`config.mk`:
```
export PLATFORM = sky130hd
export DESIGN_NAME = spi_slave_ctrl
export DESIGN_NICKNAME = d
export VERILOG_FILES = /design/src/rtl/spi_pkg.sv /design/src/rtl/spi_input_sync.sv /design/src/rtl/spi_slave_ctrl.sv
export SDC_FILE = /design/constraint.sdc
export NUM_CORES = 1
export LEC_CHECK = 0
export BUFFER_PORTS_ARGS = -buffer_cell sky130_fd_sc_hd__buf_2
export CELL_PAD_IN_SITES_DETAIL_PLACEMENT = 0
export CELL_PAD_IN_SITES_GLOBAL_PLACEMENT = 1
export CORE_ASPECT_RATIO = 1.75
export CORE_MARGIN = 4
export CORE_UTILIZATION = 45
export CTS_BUF_LIST = sky130_fd_sc_hd__clkbuf_4 sky130_fd_sc_hd__clkbuf_8
export DETAILED_ROUTE_END_ITERATION = 10
export GPL_TIMING_DRIVEN = 0
export PLACE_DENSITY_LB_ADDON = 0.1
export SYNTH_ARGS = -nofsm -noshare
export SYNTH_HDL_FRONTEND = slang
export SYNTH_SLANG_ARGS = --single-unit
```
`constraint.sdc`:
```
create_clock -name clk -period 5.2 [get_ports clk]
set_clock_uncertainty 0.2 [all_clocks]
set_input_delay 0.52 -clock clk [delete_from_list [all_inputs] [get_ports clk]]
set_output_delay 0.52 -clock clk [all_outputs]
set_load 0.01 [all_outputs]
```
`src/rtl/spi_pkg.sv`:
```
// Shared definitions for the SPI slave front end: FSM state encoding,
// R/W polarity of the command frame and default field widths.
package spi_pkg;

  localparam int ADDR_W_DEF = 7;
  localparam int DATA_W_DEF = 8;

  localparam logic RW_READ = 1'b1;

  typedef enum logic [2:0] {
    IDLE         = 3'd0,
    GET_CMD      = 3'd1,
    READ_LOAD    = 3'd2,
    READ_SHIFT   = 3'd3,
    WRITE_GET    = 3'd4,
    WRITE_COMMIT = 3'd5,
    DONE         = 3'd6
  } state_e;

endpackage

```
`src/rtl/spi_input_sync.sv`:
```
// Two-flop synchronizer plus a previous-value flop per pin, giving the
// synchronized level and single-cycle rise/fall detects in the clk domain.
module spi_input_sync #(
  parameter int             W       = 3,
  parameter logic [W-1:0]   RST_VAL = '0
) (
  input  logic         clk,
  input  logic         rst_n,
  input  logic [W-1:0] pin_i,
  output logic [W-1:0] sync_o,
  output logic [W-1:0] rise_o,
  output logic [W-1:0] fall_o
);

  logic [W-1:0] meta_q;
  logic [W-1:0] sync_q;
  logic [W-1:0] prev_q;

  always_ff @(posedge clk or negedge rst_n) begin
    if (!rst_n) begin
      meta_q <= RST_VAL;
      sync_q <= RST_VAL;
      prev_q <= RST_VAL;
    end else begin
      meta_q <= pin_i;
      sync_q <= meta_q;
      prev_q <= sync_q;
    end
  end

  assign sync_o = sync_q;
  assign rise_o = sync_q & ~prev_q;
  assign fall_o = ~sync_q & prev_q;

endmodule

```
`src/rtl/spi_slave_ctrl.sv`:
```
// SPI slave front end: shifts in the command frame, strobes the address
// latch, then either shifts read data out on MISO or commits one write.
//
// state        | meaning
// IDLE         | waiting for chip select
// GET_CMD      | shifting in address + R/W; holds one extra cycle for addr_le
// READ_LOAD    | capturing rdata into the shift register
// READ_SHIFT   | presenting one bit per SCLK fall on MISO
// WRITE_GET    | shifting in the write data byte
// WRITE_COMMIT | issuing the memory write strobe
// DONE         | frame complete, ignoring SCLK until CS deasserts
module spi_slave_ctrl
  import spi_pkg::*;
#(
  parameter int ADDR_W = ADDR_W_DEF,
  parameter int DATA_W = DATA_W_DEF
) (
  input  logic              clk,
  input  logic              rst_n,
  input  logic              sclk_pin,
  input  logic              cs_n_pin,
  input  logic              mosi_pin,
  input  logic [DATA_W-1:0] rdata,
  output logic [ADDR_W-1:0] addr,
  output logic              addr_le,
  output logic [DATA_W-1:0] wdata,
  output logic              dm_we,
  output logic              miso_d,
  output logic              miso_ce,
  output logic              miso_oe
);

  logic [2:0] pin_sync;
  logic [2:0] pin_rise;
  logic [2:0] pin_fall;
  logic       unused_edges;

  // bus order {mosi, cs_n, sclk}; cs_n resets to the inactive level
  spi_input_sync #(
    .W       (3),
    .RST_VAL (3'b010)
  ) u_sync (
    .clk    (clk),
    .rst_n  (rst_n),
    .pin_i  ({mosi_pin, cs_n_pin, sclk_pin}),
    .sync_o (pin_sync),
    .rise_o (pin_rise),
    .fall_o (pin_fall)
  );

  logic sclk_rise;
  logic sclk_fall;
  logic cs_active;
  logic mosi_sync;

  assign sclk_rise    = pin_rise[0];
  assign sclk_fall    = pin_fall[0];
  assign cs_active    = ~pin_sync[1];
  assign mosi_sync    = pin_sync[2];
  assign unused_edges = ^{pin_rise[2:1], pin_fall[2:1]};

  state_e            state_q, state_d;
  logic [2:0]        cnt_q, cnt_d;
  logic [DATA_W-1:0] shift_q, shift_d;
  logic [DATA_W-1:0] shift_in;
  logic [ADDR_W-1:0] addr_q, addr_d;
  logic [DATA_W-1:0] wdata_q, wdata_d;
  logic              addr_le_q, addr_le_d;
  logic              dm_we_q, dm_we_d;
  logic              miso_d_q, miso_d_d;
  logic              miso_ce_q, miso_ce_d;
  logic              miso_oe_q, miso_oe_d;

  assign shift_in = {shift_q[DATA_W-2:0], mosi_sync};

  always_comb begin
    state_d   = state_q;
    cnt_d     = cnt_q;
    shift_d   = shift_q;
    addr_d    = addr_q;
    wdata_d   = wdata_q;
    addr_le_d = 1'b0;
    dm_we_d   = 1'b0;
    miso_d_d  = miso_d_q;
    miso_ce_d = 1'b0;
    miso_oe_d = 1'b0;

    // CS release wins over everything, including a frame-completing edge
    if (!cs_active) begin
      state_d = IDLE;
    end else begin
      case (state_q)
        IDLE: begin
          state_d = GET_CMD;
          cnt_d   = 3'd0;
        end
        GET_CMD: begin
          // addr_le is high this cycle; shift_q[0] still holds the R/W bit
          if (addr_le_q) begin
            state_d = (shift_q[0] == RW_READ) ? READ_LOAD : WRITE_GET;
            cnt_d   = 3'd0;
          end else if (sclk_rise) begin
            shift_d = shift_in;
            cnt_d   = cnt_q + 3'd1;
            if (cnt_q == 3'd7) begin
              addr_le_d = 1'b1;
              addr_d    = shift_in[ADDR_W:1];
            end
          end
        end
        READ_LOAD: begin
          shift_d = rdata;
          cnt_d   = 3'd0;
          state_d = READ_SHIFT;
        end
        READ_SHIFT: begin
          // registered oe stays up through the cycle carrying the last miso_ce
          miso_oe_d = 1'b1;
          if (sclk_fall) begin
            miso_d_d  = shift_q[DATA_W-1];
            miso_ce_d = 1'b1;
            shift_d   = shift_q << 1;
            cnt_d     = cnt_q + 3'd1;
            if (cnt_q == 3'd7) state_d = DONE;
          end
        end
        WRITE_GET: begin
          if (sclk_rise) begin
            shift_d = shift_in;
            cnt_d   = cnt_q + 3'd1;
            if (cnt_q == 3'd7) begin
              wdata_d = shift_in;
              state_d = WRITE_COMMIT;
            end
          end
        end
        WRITE_COMMIT: begin
          dm_we_d = 1'b1;
          state_d = DONE;
        end
        DONE: begin
          state_d = DONE;
        end
        default: begin
          state_d = IDLE;
        end
      endcase
    end
  end

  always_ff @(posedge clk or negedge rst_n) begin
    if (!rst_n) begin
      state_q   <= IDLE;
      cnt_q     <= 3'd0;
      shift_q   <= '0;
      addr_q    <= '0;
      wdata_q   <= '0;
      addr_le_q <= 1'b0;
      dm_we_q   <= 1'b0;
      miso_d_q  <= 1'b0;
      miso_ce_q <= 1'b0;
      miso_oe_q <= 1'b0;
    end else begin
      state_q   <= state_d;
      cnt_q     <= cnt_d;
      shift_q   <= shift_d;
      addr_q    <= addr_d;
      wdata_q   <= wdata_d;
      addr_le_q <= addr_le_d;
      dm_we_q   <= dm_we_d;
      miso_d_q  <= miso_d_d;
      miso_ce_q <= miso_ce_d;
      miso_oe_q <= miso_oe_d;
    end
  end

  assign addr    = addr_q;
  assign addr_le = addr_le_q;
  assign wdata   = wdata_q;
  assign dm_we   = dm_we_q;
  assign miso_d  = miso_d_q;
  assign miso_ce = miso_ce_q;
  assign miso_oe = miso_oe_q;

endmodule

```
==> impl_metrics.tcl, run 1 <==
set metrics [dict create \
    status "complete, no violations" \
    yosysMostFrequentCell "dfrtp_1" \
    worstPathRequired_ns 5.17 \
    worst_pin_slew_ns 0.889 \
    fin_area_sq_um 2110 \
    port_buffers 32 \
    r2r_cells 5 \
    grt_pass1_wl_um 5980 \
    synthesis.nets 142 \
    hp-class "in -> reg" \
    die_x_um 55.8 \
    placed_cell_area_sq_um 2020 \
    synthDistinctLibCells 39 \
    cp-start-kind "flop" \
    post_cts_resized 0 \
    routabilityCongestion 0.778 \
    setup_viol 0 \
    drc_errors 0 \
    synth_commonest_cells "dfrtp_1, mux2_2, a21oi_1" \
    end_kind "flop" \
    cts_tree "built" \
    max-vdd-ir-drop_mv 0.232 \
    postCtsHoldBufs 0 \
    power-per-cell-area_nw_per_um2 306 \
    ff2ff_setup_slack_ns 3.15 \
    grt_overflow 0 \
    min_path_cells 1 \
    rsz0062_at_grt "false" \
    n_antenna_cell 0 \
    ctsRootBufferMaster "clkbuf_8" \
    wire_per_inst_um 16.1 \
    nNetsFinal 181 \
    post-route-min-period_ns 2.05 \
    clock_sinks 41 \
    grt_antenna_before_repair 0 \
    numCtsBuffers 5 \
    synthCells 127 \
    yosys.area.top_type "dfrtp_1" \
    worstPathMaxFanout 8 \
    synth.avg_cell_area_sq_um 14.2 \
    slew_violations 0 \
    wirelength_um 3440 \
    grt_usage 0.150 \
    firstDrtPassIters 4 \
    setup_tns_ns 0 \
    vias_per_cell 5.25 \
    areaGrowthSynthToFinish_pct 17.2 \
    fmax_mhz 488 \
    post_cts_buffers 0 \
    whs_endpoint "u_sync.meta_q[1]$_DFF_PN1_" \
    die_height_um 91.7 \
    yosys_warnings 0 \
    ys_seq_area_frac 0.571 \
    initial_core_util 0.466 \
    grt_max_degree 42 \
    hp-start "cs_n_pin" \
    num_rows 30 \
    dieArea_sq_um 5120 \
    synth_edf_count 0 \
    leakagePower_nw 1.07 \
    reg2reg_from "cnt_q[0]$_DFFE_PN0P_" \
    ys_ff_latch 41 \
    r2r_end "wdata[7]$_DFFE_PN0P_" \
    crit_type "reg -> reg" \
    multiInputGateArea_sq_um 707 \
    core_sq_um 3870 \
    grt_pass1_vias 1263 \
    ctsHtreeMaxLevel 2 \
    maxCapViolations 0 \
    hpwlAfterDp_um 2460 \
    pin_count 33 \
    clockBufferDepth 2 \
    relSlewSlack 0.407 \
    async_reset_ff_frac 1.00 \
    ant_nets 0 \
    drtIter0Drc 25 \
    vias 1124 \
    path_clk_slew_ns 0.07 \
    cp.arrival_ns 2.02 \
    synth_area_leaders "dfrtp_1, mux2_2, dfstp_2" \
    yosys_most_used_dff "dfrtp_1" \
    clk_latency_ns 0.28 \
    finalCritPeriodShare 0.394 \
    yosys.area.top_type_share 0.542 \
    final-seq-area_sq_um 1030 \
    fillers 358 \
    drive_above_1_share 0.530 \
    final-hold-violation-count 0 \
    synth_area_sq_um 1800 \
]
[through the flow]
step	instances	hold slack, ns	total power, mW	worst slack (ns)	util
after floorplan	127	0.0244	0.416	3.38	-
after global placement	207	0.132	0.439	3.21	0.523
after detailed placement	207	0.140	0.444	3.14	0.523
after CTS	214	0.118	0.657	3.13	0.546
after global routing	214	0.106	0.681	3.04	0.546
final	214	0.133	0.646	3.15	0.546
[metal layers]
| layer | GRT usage | routed length, um | vias up |
|---|---|---|---|
| met1 | 0.165 | 1280 | 566 |
| met3 | 0.0437 | 165 | 5 |
| li1 | - | - | 524 |
| met5 | 0 | 0 | - |
| met2 | 0.263 | 1930 | 29 |
| met4 | 0.0653 | 64 | 0 |
[flip-flops by register name, summed over array words and instances, names as in the netlist]
register / cells
u_sync.prev_q: 1
addr: 7
dm_we: 1
miso_d: 1
shift_q: 8
miso_ce: 1
addr_le: 1
cnt_q: 3
miso_oe: 1
wdata: 8
u_sync.sync_o: 3
u_sync.meta_q: 3
state_q: 3
[area by class of cell]
type,instances,share of cell area
plain buffers,4,0.0196
clock buffers,7,0.0427
inverters,5,0.0113
multi-input cells,77,0.335
flip-flops and latches,41,0.487
well taps,48,0.0285
repair buffers,32,0.0759
[worst max-delay path, cell delays in order, from the launching register on]
cell and delay (ns):
dfrtp_1 0.36, ha_1 0.17, ha_1 0.26, nand3_2 0.13
nor3_4 0.41, mux2_2 0.40
[cells by family (layout without fill, tap and decap cells)]
family / after synthesis / after routing / synth area share
muxes: 32 / 32 / 0.199
DFF: 41 / 41 / 0.571
buffers and inverters: 9 / 48 / 0.0361
and+or+nand+nor: 25 / 25 / 0.102
AOI/OAI and AO/OA: 18 / 18 / 0.0771
adders and majority gates: 2 / 2 / 0.0139
[worst max path at each step]
stage / from / endpoint
3_3_place_gp: state_q[2]$_DFFE_PN0P_ / shift_q[4]$_DFFE_PN0P_
2_1_floorplan: state_q[2]$_DFFE_PN0P_ / shift_q[1]$_DFFE_PN0P_
4_1_cts: cnt_q[0]$_DFFE_PN0P_ / wdata[7]$_DFFE_PN0P_
5_1_grt: cnt_q[1]$_DFFE_PN0P_ / wdata[7]$_DFFE_PN0P_
3_5_place_dp: cnt_q[0]$_DFFE_PN0P_ / wdata[7]$_DFFE_PN0P_
6_report: cnt_q[0]$_DFFE_PN0P_ / wdata[7]$_DFFE_PN0P_
[cell usage in the layout, fill, tap and decap left out, types with 3 or more instances in the layout]
master and count:
nor2b_1 3, nor2_1 4, dfrtp_1 39, inv_1 4, buf_2 33, mux2_2 30
a21oi_1 5, nand2_1 4, clkbuf_8 7
[where the power goes]
group	internal, mW	total (mW)	switching, mW
clock network	0.111	0.210	0.0998
logic	0.0403	0.0656	0.0252
registers	0.345	0.370	0.0243
total	0.496	0.646	0.149
Note: power is estimated with default switching activity, not from simulation.
==> run 2: changes to the inputs <==
Clock period 5.2 ns to 2.1 ns, I/O delays scaled along.
==> impl_metrics.tcl, run 2 (synthesized netlist as in run 1, its figures left out) <==
set metrics [dict create \
    final-seq-area_sq_um 1030 \
    routabilityCongestion 0.778 \
    path_clk_slew_ns 0.07 \
    vias 1154 \
    wirelength_um 3510 \
    path_cells "clkbuf_8, nand2b_4, nor2_2, mux2_2, mux2_2" \
    ant_nets 0 \
    drc_errors 0 \
    post-route-util 0.560 \
    grt_pass1_vias 1291 \
    fillers 357 \
    die_height_um 91.7 \
    status "complete, no violations" \
    slew_violations 0 \
    multiInputGateArea_sq_um 707 \
    ctsHtreeMaxLevel 2 \
    clockBufferDepth 2 \
    areaGrowthSynthToFinish_pct 20.3 \
    fin_total_pwr_mw 1.60 \
    grt_max_degree 42 \
    hpwlAfterDp_um 2460 \
    crit_type "reg -> reg" \
    max-vdd-ir-drop_mv 0.577 \
    core_sq_um 3870 \
    n_antenna_cell 0 \
    worst_pin_slew_ns 0.886 \
    wire_per_inst_um 15.9 \
    post-route-min-period_ns 1.98 \
    rsz0062_at_grt "false" \
    leakagePower_nw 1.09 \
    path_depth 5 \
    slowest_delay_ns 0.38 \
    finalWorstSetupSlack_ns 0.117 \
    cpMostUsedCell "mux2_2" \
    post_cts_resized 0 \
    finalCritPeriodShare 0.944 \
    clock_sinks 41 \
    hp-class "in -> reg" \
    min_path_cells 3 \
    worstPathMaxFanout 9 \
    port_buffers 32 \
    worstPathRequired_ns 2.07 \
    grt_antenna_before_repair 0 \
    grt_overflow 0 \
    num_rows 30 \
    fmax_mhz 504 \
    crit_buf_inv 1 \
    numCtsBuffers 5 \
    vias_per_cell 5.25 \
    power-per-cell-area_nw_per_um2 741 \
    r2r_end "shift_q[4]$_DFFE_PN0P_" \
    reg2reg_from "state_q[2]$_DFFE_PN0P_" \
    drtIter0Drc 15 \
    nNetsFinal 187 \
    initial_core_util 0.466 \
    final_common_cell "dfrtp_1" \
    ff2ff_setup_slack_ns 0.12 \
    cts_tree "built" \
    final_cell_mix "dfrtp_1, buf_2, mux2_2" \
    cp.arrival_ns 1.96 \
    r2r_cells 5 \
    clk_latency_ns 0.28 \
    maxCapViolations 0 \
    setup_viol 0 \
    dp_slack_ns 0.0447 \
    end_kind "flop" \
    whs_ns 0.0849 \
    drive_above_1_share 0.523 \
    endpoint "shift_q[4]$_DFFE_PN0P_" \
    setup_tns_ns 0 \
    final-hold-violation-count 0 \
    cp_slowest_cell "mux2_2" \
    relSlewSlack 0.409 \
    pin_count 33 \
    ctsRootBufferMaster "clkbuf_8" \
    cp-start-kind "flop" \
    critPathTopFamily "multiplexers" \
    firstDrtPassIters 4 \
    grt_usage 0.152 \
    cp-startpoint "state_q[2]$_DFFE_PN0P_" \
    grt_pass1_wl_um 6090 \
    die_x_um 55.8 \
    dieArea_sq_um 5120 \
]
==> run 2: cell count changes in the layout (fill, tap and decap cells not counted), sizes merged <==
cell / previous run / this run
dlygate4sd3: 0 / 4
buf: 35 / 37
==> run 2: power breakdown <==
group	internal, mW	switching [mW]
combinational	0.105	0.0631
sequential	0.855	0.0598
clock	0.274	0.248
total	1.23	0.371
==> run 2: worst min path at each step <==
stage                                       to     start  slack [ns]
global placement    u_sync.meta_q[1]$_DFF_PN1_  cs_n_pin        0.12
finish                  shift_q[1]$_DFFE_PN0P_  rdata[1]        0.08
detailed placement  u_sync.meta_q[1]$_DFF_PN1_  cs_n_pin        0.12
global route            shift_q[5]$_DFFE_PN0P_  rdata[5]        0.07
floorplan                  addr[0]$_DFFE_PN0P_     rst_n       -0.29
CTS                     shift_q[5]$_DFFE_PN0P_  rdata[5]        0.08
==> run 2: through the flow <==
stage | area, sq um | std cells
2_1_floorplan | 1800 | 127
3_3_place_gp | 2020 | 207
3_5_place_dp | 2020 | 207
4_1_cts | 2150 | 218
5_1_grt | 2170 | 220
6_report | 2170 | 220
==> run 2: cell type report <==
cell class / count / area share
buffer: 4 / 0.0191
clock buffer: 7 / 0.0416
inverter: 5 / 0.0110
multi-input combinational: 77 / 0.326
sequential: 41 / 0.475
tap: 48 / 0.0277
timing repair buffer: 38 / 0.0994
==> run 2: worst reg2reg max path: stages (launching register included) <==
cell      delay [ns]
dfrtp_1         0.37
clkbuf_8        0.16
nand2b_4        0.17
nor2_2          0.32
mux2_2          0.39
mux2_2          0.26
==> run 2: repair_timing <==
action / in CTS / in global routing
setup endpoints to repair: 0 / 8
hold buffers: 4 / 0
hold endpoints to repair: 42 / 0
setup buffers: 0 / 2
==> run 2: layer usage <==
metal / routed length [um] / vias to the layer above / share of wire / track usage
li1: - / 535 / - / -
met1: 1290 / 583 / 0.37 / 0.167
met2: 1970 / 31 / 0.56 / 0.271
met3: 189 / 5 / 0.054 / 0.0423
met4: 61 / 0 / 0.017 / 0.0653
met5: 0 / - / 0 / 0
==> run 3: changes to the inputs <==
Settings changed: CTS_CLUSTER_DIAMETER set to 120.
Clock period 2.1 ns to 2.3 ns, I/O delays scaled along.
==> impl_metrics.tcl, run 3 (synthesized netlist as in run 1, its figures left out) <==
set metrics [dict create \
    p_seq_frac 0.570 \
    grt_usage 0.152 \
    switching_power_mw 0.339 \
    dieArea_sq_um 5120 \
    placed_cell_area_sq_um 2020 \
    post-route-min-period_ns 2.04 \
    setup_viol 0 \
    grt_pass1_vias 1291 \
    maxCapViolations 0 \
    slew_violations 0 \
    p_sw_frac 0.231 \
    comb_power_share 0.105 \
    worstPathMaxFanout 8 \
    slowest_delay_ns 0.40 \
    path_cells "ha_1, ha_1, nand3_2, nor3_4, mux2_2" \
    finalCritPeriodShare 0.886 \
    postCtsHoldBufs 4 \
    cp_slowest_cell "nor3_4" \
    post-route-util 0.556 \
    finalWorstSetupSlack_ns 0.261 \
    post_cts_buffers 0 \
    die_x_um 55.8 \
    num_rows 30 \
    drtIter0Drc 20 \
    internal_power_mw 1.13 \
    hp-start "rdata[1]" \
    end_kind "flop" \
    wirelength_um 3470 \
    worst_pin_slew_ns 0.888 \
    cts_tree "built" \
    relSlewSlack 0.408 \
    cp.arrival_ns 2.01 \
    areaGrowthSynthToFinish_pct 19.5 \
    core_sq_um 3870 \
    multiInputGateArea_sq_um 707 \
    place_inst 207 \
    ctsRootBufferMaster "clkbuf_8" \
    firstDrtPassIters 4 \
    crit_buf_inv 0 \
    final_common_cell "dfrtp_1" \
    final_cell_mix "dfrtp_1, buf_2, mux2_2" \
    vias 1144 \
    fin_area_sq_um 2150 \
    worstPathRequired_ns 2.27 \
    reg2reg_from "cnt_q[0]$_DFFE_PN0P_" \
    hpwlAfterDp_um 2460 \
    path_clk_slew_ns 0.07 \
    status "complete, no violations" \
    crit_type "reg -> reg" \
    leakagePower_nw 1.08 \
    port_buffers 32 \
    post_cts_resized 0 \
    ant_nets 0 \
    pwr-share-clk 0.325 \
    die_height_um 91.7 \
    clockBufferDepth 2 \
    power-per-cell-area_nw_per_um2 681 \
    vias_per_cell 5.25 \
    setup_tns_ns 0 \
    clock_sinks 41 \
    drive_above_1_share 0.518 \
    fin_total_pwr_mw 1.46 \
    rsz0062_at_grt "false" \
    cpMostUsedCell "ha_1" \
    grt_pass1_wl_um 6090 \
    final-hold-violation-count 0 \
    fillers 359 \
    cp-startpoint "cnt_q[0]$_DFFE_PN0P_" \
    ctsHtreeMaxLevel 2 \
    numCtsBuffers 5 \
    max-vdd-ir-drop_mv 0.527 \
    wire_per_inst_um 15.9 \
    final-seq-area_sq_um 1030 \
    grt_antenna_before_repair 0 \
    finalNonFillerCells 218 \
    fmax_mhz 491 \
    critPathTopFamily "simple AND/OR/NAND/NOR gates" \
    initial_core_util 0.466 \
    n_antenna_cell 0 \
    hp-class "in -> reg" \
    clk_latency_ns 0.28 \
    dp_slack_ns 0.245 \
    cp-start-kind "flop" \
    drc_errors 0 \
    nNetsFinal 185 \
    pin_count 33 \
    whs_ns 0.105 \
    routabilityCongestion 0.778 \
    grt_overflow 0 \
    grt_max_degree 42 \
]
run 3: changes by cell type in the layout (fill, tap and decap cells not counted), sizes merged:
cell | previous run | this run
buf | 37 | 35
run 3: final timing paths:
kind / endpoint / slack (ns) / cells after the start
max: wdata[7]$_DFFE_PN0P_ / 0.26 / 5
min: shift_q[1]$_DFFE_PN0P_ / 0.11 / 3
max reg2reg: wdata[7]$_DFFE_PN0P_ / 0.26 / 5
min reg2reg: u_sync.sync_o[0]$_DFF_PN0_ / 0.15 / 0
max in group asynchronous: addr[6]$_DFFE_PN0P_ / 0.93 / 2
min in group asynchronous: state_q[1]$_DFFE_PN0P_ / 0.41 / 2
run 3: final cells by class:
class	instances	share of cell area
multi-input combinational	77	0.329
buffer	4	0.0192
tap	48	0.0279
inverter	5	0.0111
sequential	41	0.478
clock buffer	7	0.0419
timing repair buffer	36	0.0931
run 3: metal layers:
layer  routed length (um)  part of all wire  GRT usage  up-vias
li1                     -                 -          -      533
met1                 1280              0.37      0.167      580
met2                 1960              0.56      0.271       26
met3                  159             0.046     0.0423        5
met4                   64             0.018     0.0653        0
met5                    0                 0          0        -
run 3: power groups by stage:
stage,Combinational (mW),Clock (mW),Sequential [mW]
CTS,0.157,0.494,0.838
global placement,0.147,0,0.846
detailed placement,0.152,0,0.851
floorplan,0.112,0,0.830
finish,0.153,0.476,0.836
global route,0.171,0.530,0.846
run 3: worst min-delay path, stage by stage:
cell    delay, ns
buf_2        0.07
mux2_2       0.12
mux2_2       0.13
